[config.mk]
export PLATFORM = sky130hd
export DESIGN_NAME = countone_mul_pipe
export DESIGN_NICKNAME = d
export VERILOG_FILES = /design/src/rtl/countone_mul_pkg.sv /design/src/rtl/countone_mul_delay.sv /design/src/rtl/countone_mul_pipe.sv
export SDC_FILE = /design/constraint.sdc
export NUM_CORES = 1
export LEC_CHECK = 0
export BUFFER_PORTS_ARGS = -buffer_cell sky130_fd_sc_hd__buf_4
export CORE_MARGIN = 5
export CORE_UTILIZATION = 40
export DETAILED_ROUTE_END_ITERATION = 8
export GPL_TIMING_DRIVEN = 0
export SLEW_MARGIN = 10
export SYNTH_ARGS = -nofsm -noshare
export SYNTH_HDL_FRONTEND = slang
export SYNTH_HIERARCHICAL = 1
export SYNTH_SLANG_ARGS = --single-unit
[constraint.sdc]
create_clock -name clk -period 5.8 [get_ports clk]
set_input_delay 1.16 -clock clk [delete_from_list [all_inputs] [get_ports clk]]
set_output_delay 1.16 -clock clk [all_outputs]
set_load 0.005 [all_outputs]
[src/rtl/countone_mul_pkg.sv]
// Shared constants and per-beat mode bits for the countone multiply pipeline.
package countone_mul_pkg;

  localparam int MUL_STAGES_MIN = 2;
  localparam int MUL_STAGES_MAX = 8;

  typedef struct packed {
    logic signed_en;
    logic acc_en;
  } mul_mode_t;

endpackage

[src/rtl/countone_mul_delay.sv]
// Valid+payload shift register, DEPTH cycles, advancing only when adv_i is high.
// Backpressure: adv_i low freezes every slot; DEPTH=0 is a wire.
module countone_mul_delay #(
  parameter int DEPTH = 1,
  parameter int W     = 1
) (
  input  logic         clk,
  input  logic         reset,
  input  logic         adv_i,
  input  logic         vld_i,
  input  logic [W-1:0] dat_i,
  output logic         vld_o,
  output logic [W-1:0] dat_o
);

  if (DEPTH == 0) begin : g_wire
    assign vld_o = vld_i;
    assign dat_o = dat_i;
  end else begin : g_sr
    logic [DEPTH-1:0] vld_q;
    logic [W-1:0]     dat_q [DEPTH];

    always_ff @(posedge clk or posedge reset) begin
      if (reset) begin
        vld_q <= '0;
        for (int i = 0; i < DEPTH; i++) dat_q[i] <= '0;
      end else if (adv_i) begin
        vld_q[0] <= vld_i;
        dat_q[0] <= dat_i;
        for (int i = 1; i < DEPTH; i++) begin
          vld_q[i] <= vld_q[i-1];
          dat_q[i] <= dat_q[i-1];
        end
      end
    end

    assign vld_o = vld_q[DEPTH-1];
    assign dat_o = dat_q[DEPTH-1];
  end

endmodule

[src/rtl/countone_mul_pipe.sv]
// Pipelined signed/unsigned multiply-accumulate; result STAGES advancing cycles after accept.
// Backpressure: out_valid & ~out_ready or ce=0 freezes all stages; in_ready = ce & ~stall.
module countone_mul_pipe
  import countone_mul_pkg::*;
#(
  parameter int A_WIDTH   = 16,
  parameter int B_WIDTH   = 16,
  parameter int STAGES    = 4,
  parameter int ACC_WIDTH = 40
) (
  input  logic                 clk,
  input  logic                 reset,
  input  logic                 ce,
  input  logic                 in_valid,
  output logic                 in_ready,
  input  logic [A_WIDTH-1:0]   in_a,
  input  logic [B_WIDTH-1:0]   in_b,
  input  logic                 in_signed,
  input  logic                 in_acc,
  output logic                 out_valid,
  input  logic                 out_ready,
  output logic [ACC_WIDTH-1:0] out_data
);

  localparam int PW = A_WIDTH + B_WIDTH;

  if (STAGES < MUL_STAGES_MIN || STAGES > MUL_STAGES_MAX) begin : g_bad_stages
    $error("countone_mul_pipe: STAGES must lie in 2..8");
  end
  if (ACC_WIDTH < PW) begin : g_bad_acc
    $error("countone_mul_pipe: ACC_WIDTH must be >= A_WIDTH+B_WIDTH");
  end

  logic advance;
  assign advance  = ce & ~(out_valid & ~out_ready);
  assign in_ready = advance;

  // Stage 1: operands widened by one bit so a single signed multiply covers both modes.
  logic               s1_vld_q;
  logic [A_WIDTH:0]   a_ext_q, a_ext_d;
  logic [B_WIDTH:0]   b_ext_q, b_ext_d;
  mul_mode_t          mode1_q, mode1_d;

  always_comb begin
    a_ext_d = {in_signed & in_a[A_WIDTH-1], in_a};
    b_ext_d = {in_signed & in_b[B_WIDTH-1], in_b};
    mode1_d = '{signed_en: in_signed, acc_en: in_acc};
  end

  always_ff @(posedge clk or posedge reset) begin
    if (reset) begin
      s1_vld_q <= 1'b0;
      a_ext_q  <= '0;
      b_ext_q  <= '0;
      mode1_q  <= '0;
    end else if (advance) begin
      s1_vld_q <= in_valid;
      a_ext_q  <= a_ext_d;
      b_ext_q  <= b_ext_d;
      mode1_q  <= mode1_d;
    end
  end

  // Only the low PW bits are kept, so extending both operands to PW makes the multiply exact.
  logic [PW-1:0] a_mul, b_mul, prod_c;
  assign a_mul  = {{(B_WIDTH-1){a_ext_q[A_WIDTH]}}, a_ext_q};
  assign b_mul  = {{(A_WIDTH-1){b_ext_q[B_WIDTH]}}, b_ext_q};
  assign prod_c = a_mul * b_mul;

  logic          fin_vld;
  logic [PW-1:0] fin_prod;
  mul_mode_t     fin_mode;

  if (STAGES == 2) begin : g_short
    assign fin_vld  = s1_vld_q;
    assign fin_prod = prod_c;
    assign fin_mode = mode1_q;
  end else begin : g_long
    logic          s2_vld_q;
    logic [PW-1:0] s2_prod_q;
    mul_mode_t     s2_mode_q;
    logic [PW+1:0] fin_dat;

    always_ff @(posedge clk or posedge reset) begin
      if (reset) begin
        s2_vld_q  <= 1'b0;
        s2_prod_q <= '0;
        s2_mode_q <= '0;
      end else if (advance) begin
        s2_vld_q  <= s1_vld_q;
        s2_prod_q <= prod_c;
        s2_mode_q <= mode1_q;
      end
    end

    countone_mul_delay #(
      .DEPTH (STAGES - 3),
      .W     (PW + 2)
    ) u_delay (
      .clk   (clk),
      .reset (reset),
      .adv_i (advance),
      .vld_i (s2_vld_q),
      .dat_i ({s2_mode_q, s2_prod_q}),
      .vld_o (fin_vld),
      .dat_o (fin_dat)
    );

    assign fin_mode = fin_dat[PW+1:PW];
    assign fin_prod = fin_dat[PW-1:0];
  end

  // Final stage: the accumulator register doubles as the output data register.
  logic [ACC_WIDTH-1:0] prod_ext, acc_d, acc_q;
  logic                 out_vld_q;

  always_comb begin
    prod_ext         = '0;
    prod_ext[PW-1:0] = fin_prod;
    for (int i = PW; i < ACC_WIDTH; i++) prod_ext[i] = fin_mode.signed_en & fin_prod[PW-1];
    acc_d = fin_mode.acc_en ? acc_q + prod_ext : prod_ext;
  end

  always_ff @(posedge clk or posedge reset) begin
    if (reset) begin
      out_vld_q <= 1'b0;
      acc_q     <= '0;
    end else if (advance) begin
      out_vld_q <= fin_vld;
      if (fin_vld) acc_q <= acc_d;
    end
  end

  assign out_valid = out_vld_q;
  assign out_data  = acc_q;

endmodule

# Yosys cells after proc, flatten, opt, wreduce, memory -nomap -nowiden
# Index checks and enable logic that the tools add are counted.
totals:
  reg_bits: 148
  in_bits: 39
  output_inout_bits: 42
op_classes:
  reduce_logical: 1
  n_mux: 1
  multipliers: 1
  addsub: 1
  bitwise_logic: 7
op_table:
  columns: ["cell", "n"]
  rows:
  - ["adder 40 bit", 1]
  - ["two-way mux 40 bit", 1]
  - ["multiplier 17 x 17 -> 32 bit", 1]
  - ["bitwise AND 1 bit", 5]
  - ["NOT 1 bit", 2]
  - ["AND reduction 2 bit", 1]

# Depth between registers and ports, before layout
depth:
  depth_word: 5
  mapped_depth: 25
  ltp_nobuf: 24

# Cells and area by module
# The synthesis kept the hierarchy.
by_module_without_submodules:
  columns: ["mod", "instances", "area_each_um2", "seq_area_each_um2", "cells_each"]
  rows:
  - ["countone_mul_pipe", 1, 17006.3, 2827.7, 1909]
  - ["countone_mul_delay", 1, 1457.6, 875.8, 75]

# Worst setup path before layout
# Ideal clock, no wire load.
synth_timing:
  path_kind: "reg2reg"
  from: "register b_ext_q[8]"
  to: "register g_long.s2_prod_q[29]"
  n_path_buf: 2
  t_arrival_ns: 6.150
  stages_incl_launch_ff: 25
  slack_ns: -0.486
  path_cell_list: "dfrtp_1 > clkbuf_1 > clkbuf_1 > nand2_1 > fa_1 > inv_1 > fa_1 > inv_1 > fa_1 > inv_1 > fa_1 > fa_1 > inv_1 > fa_1 > inv_1 > ha_1 > and4_1 > a221o_1 > a2111oi_4 > o31ai_2 > a21oi_2 > o211ai_1 > a21oi_1 > mux2i_1 > o311ai_1"
synth_between:
  elab_chain_cells: 1
synth_rtl:
  columns: ["element", "line", "rtl"]
  rows:
  - ["start, declared", "countone_mul_pipe.sv:41", "logic [B_WIDTH:0] b_ext_q, b_ext_d;"]
  - ["start signal, assigned", "countone_mul_pipe.sv:59", "b_ext_q <= b_ext_d;"]
  - ["multiplier 17 x 17 -> 32 bit", "countone_mul_pipe.sv:68", "assign prod_c = a_mul * b_mul;"]
  - ["end signal, assigned", "countone_mul_pipe.sv:91", "s2_prod_q <= prod_c;"]
  - ["end, declared", "countone_mul_pipe.sv:80", "logic [PW-1:0] s2_prod_q;"]
# No other way between the ends.
# A chain may end at the register's enable or synchronous reset.

# Worst setup path in the final report
layout_timing:
  from: "register a_ext_q[8]"
  to: "register g_long.s2_prod_q[29]"
layout_between:
  elab_chain_cells: 1
layout_rtl:
  columns: ["element", "line", "rtl"]
  rows:
  - ["start, declared", "countone_mul_pipe.sv:40", "logic [A_WIDTH:0] a_ext_q, a_ext_d;"]
  - ["start signal, assigned", "countone_mul_pipe.sv:58", "a_ext_q <= a_ext_d;"]
  - ["multiplier 17 x 17 -> 32 bit", "countone_mul_pipe.sv:68", null]
# No other way between the ends.

==> qor.csv <==
stage;metric;value;unit
grt;first-pass GRT wire length;83400;um
clock_network;worst-skew pair later-pin latency;0.47;ns
clock_network;CTS tree;yes;
yosys;Yosys reg bits;148;
die;die area;0.0506;mm^2
worst_setup_path;WS Path Type;flip-flop to flip-flop;
yosys;Seq/Total Area, Yosys;20.1;%
detailed_routing;initial DRC count;838;
finish;Layout fillers;4382;
timing;Max Fclk;160;MHz
timing;worst rel slew slack;33.9;%
detailed_routing;routed vias;13900;
yosys;Post-synth EDFFs;0;
timing;Final Cycle Share;108;%
place;DP Wirelength;40300;um
detailed_routing;vias per inst;5.09;
worst_setup_path;slowest stage cell, crit path;fa_1;
worst_setup_path;crit-path max FO;4;
worst_setup_path;r2r endpoint;g_long.s2_prod_q[29];
timing;Final Worst Setup Slack;-0.461;ns
die;Die Width;225;um
yosys;Netlist cell types;68;
worst_setup_path;worst path required time;6.12;ns
worst_setup_path;R2R Setup Slk;-0.46;ns
yosys;Synth async-reset ratio;100;%
place;DP Cell Count;2665;
finish;most common cell after layout, fill and taps aside;nand2_1;
die;Die Y;225;um
die;CORE AREA;0.0455;mm^2
clock_network;clk buf depth;2;
finish;Final nets;2569;
clock_network;H-tree depth;4;
finish;Area Overhead vs Synth;16.0;%
detailed_routing;Antenna Nets Post-Route;0;
yosys;Synth Warn #;6;
detailed_routing;Routed Wire Length;51400;um
yosys;Syn Nets;2427;
place;placer congestion estimate;0.905;
finish;Multi-input gate area;0.0135;mm^2
finish;fin area;0.0214;mm^2
worst_setup_path;CP startpoint;a_ext_q[8];
timing;Hold Vio Cnt, Final;0;
die;I/O Pins;81;
timing;measured slew at the worst slew-check pin;0.991;ns
grt;largest net degree at the start of global routing;80;
grt;GRT overflow;0;
finish;most frequent cells in the layout;348 x nand2_1, 319 x inv_1, 271 x fa_1, 143 x and2_1;
yosys;syn avg cell area;9.31;um^2
detailed_routing;residual DRC count;0;
finish;final core utilization;47.1;%
worst_setup_path;CP endpoint kind;flip-flop;
timing;RSZ-0062 raised after global routing;yes;
place;placed inst area;0.0200;mm^2
run_status;status;complete, but fails checks;
timing;Final Max Slew Viols;0;
grt;initial antenna violation count;1;
detailed_routing;Avg WL per Cell;18.8;um
die;Initial Util;40.6;%
place;Port Buffers;80;
timing;# setup viols final;12;
clock_network;clock-pin slew on the worst setup and hold paths;0.07;ns
worst_setup_path;FF-to-FF Start;a_ext_q[8];
die;Rows;78;
timing;Tmin final;6.26;ns
yosys;synthesized cell area;0.0185;mm^2
worst_setup_path;R2R depth;23;
flow_run;Max-Cap Viols;0;
worst_setup_path;Setup crit start kind;flip-flop;
worst_setup_path;CP Capture Point;g_long.s2_prod_q[29];
yosys;ys flop type;dfrtp_1;
timing;Fin Setup TNS;-3.07;ns
clock_network;cts hold-fix bufs;0;
clock_network;clock sink count;148;
min_path;Worst Hold Class;flip-flop to flip-flop;
worst_setup_path;CP arrival;6.58;ns
worst_setup_path;critical-path cell list;buf_6, and2_4, fa_1, inv_2, fa_2, fa_1, inv_2, fa_1, fa_1, inv_1, fa_1, inv_2, ha_4, buf_4, and4_4, a221o_1, a2111oi_4, o31ai_2, a21oi_2, o211ai_1, a21oi_2, mux2i_1, o311ai_1;
grt;Overall Global Routing Usage;21.0;%
run_status;violated checks;setup timing;
detailed_routing;drt pass-1 iters;5;
clock_network;Num CTS Buffers;17;
timing;Post-Route Skew;0.0206;ns
worst_setup_path;CP most frequent cell;fa_1;
finish;number of diodes;0;
finish;register area;0.00374;mm^2
worst_setup_path;crit-path max cell delay;0.54;ns
finish;fraction of layout cells with a size suffix above 1;16.4;%
grt;vias in the first global route;15100;
yosys;post-synthesis cell count;1984;
finish;Post-Layout Cell Count;2739;
clock_network;Root Driver;clkbuf_16;
[cells in the mapped netlist, drive strengths merged, types with 5 or more instances]
master,number,share of area (%)
inv,331,6.7
dfrtp,148,20
mux2i,24,1.3
nor3,9,0.24
buf,10,0.52
o21ai,99,2.7
clkbuf,69,1.4
xor2,25,1.2
a31oi,9,0.30
o21a,12,0.49
nand2b,11,0.37
a21o,22,0.89
nor2,50,1.0
nand4,8,0.27
nand3,15,0.41
a21oi,74,2.1
o21bai,9,0.37
nor2b,5,0.17
fa,283,31
nor3b,6,0.24
and2,149,5.0
ha,121,8.2
a211oi,8,0.41
and3,5,0.17
nand2,353,7.2
mux2,37,2.9
xnor2,41,1.9
o211ai,5,0.20
[logic make-up after synthesis]
| logic type | after synthesis | share of synthesized area [%] |
|---|---|---|
| simple gates | 623 | 15.6 |
| buf+inv | 411 | 8.67 |
| fa+ha+maj | 404 | 38.9 |
| compound gates | 271 | 9.51 |
| flops | 148 | 20.1 |
| xor+xnor | 66 | 3.13 |
| mux | 61 | 4.17 |
[worst min-delay path by stage]
stage / start / end / slack, ns / depth (start not counted)
finish: g_long.s2_prod_q[3] / g_long.s2_prod_q[3] / 0.48 / 2
global route: g_long.s2_prod_q[2] / g_long.s2_prod_q[2] / 0.50 / 2
CTS: g_long.s2_prod_q[3] / g_long.s2_prod_q[3] / 0.48 / 2
detailed placement: mode1_q[1] / g_long.s2_mode_q[1] / 0.45 / 2
global placement: mode1_q[0] / g_long.s2_mode_q[0] / 0.45 / 2
floorplan: mode1_q[0] / g_long.s2_mode_q[0] / 0.44 / 2
[stage by stage]
step           setup WS, ns  hold WS, ns
2_1_floorplan       -0.0146        0.439
3_3_place_gp          -1.07        0.453
3_5_place_dp          -1.10        0.447
4_1_cts              -0.582        0.484
5_1_grt              -0.671        0.502
6_report             -0.461        0.477
[worst max-delay path, delay by kind of cell (launching register included)]
family | cells | cell delay, ns
fa+ha+maj | 7 | 3.18
compound gates | 7 | 1.40
simple gates | 2 | 0.36
flops | 1 | 0.49
mux | 1 | 0.19
buf+inv | 6 | 0.49
[routing by layer]
| metal | track usage, % | up-vias | wire, um |
|---|---|---|---|
| met2 | 36.0 | 365 | 24900 |
| met1 | 27.4 | 7002 | 22300 |
| met5 | 0 | - | 7 |
| met3 | 4.06 | 75 | 2920 |
| li1 | - | 6498 | - |
| met4 | 5.85 | 2 | 1270 |
[final cells by class]
cell class	count	area share, %
multi-input combinational	1425	63.0
sequential	148	17.5
inverter	332	5.84
timing repair buffer	127	4.80
tap	600	3.50
buffer	75	2.69
clock buffer	17	1.99
clock inverter	15	0.759
[flip-flops by register name, summed over array words and instances (netlist names), 2 cells and up]
register              flops
out_data                 40
g_long.u_delay/dat_o     34
g_long.s2_prod_q         32
a_ext_q                  17
b_ext_q                  17
g_long.s2_mode_q          2
mode1_q                   2
[what timing repair did]
action	4_1_cts	5_1_grt
pin swaps	17	37
gates resized for setup	104	66
buffers inserted	35	12
endpoints found under the setup margin	18	16
Power is left out: the tool's default activity adds up to more than one toggle a clock period on the data nets, which glitch-free logic cannot reach.
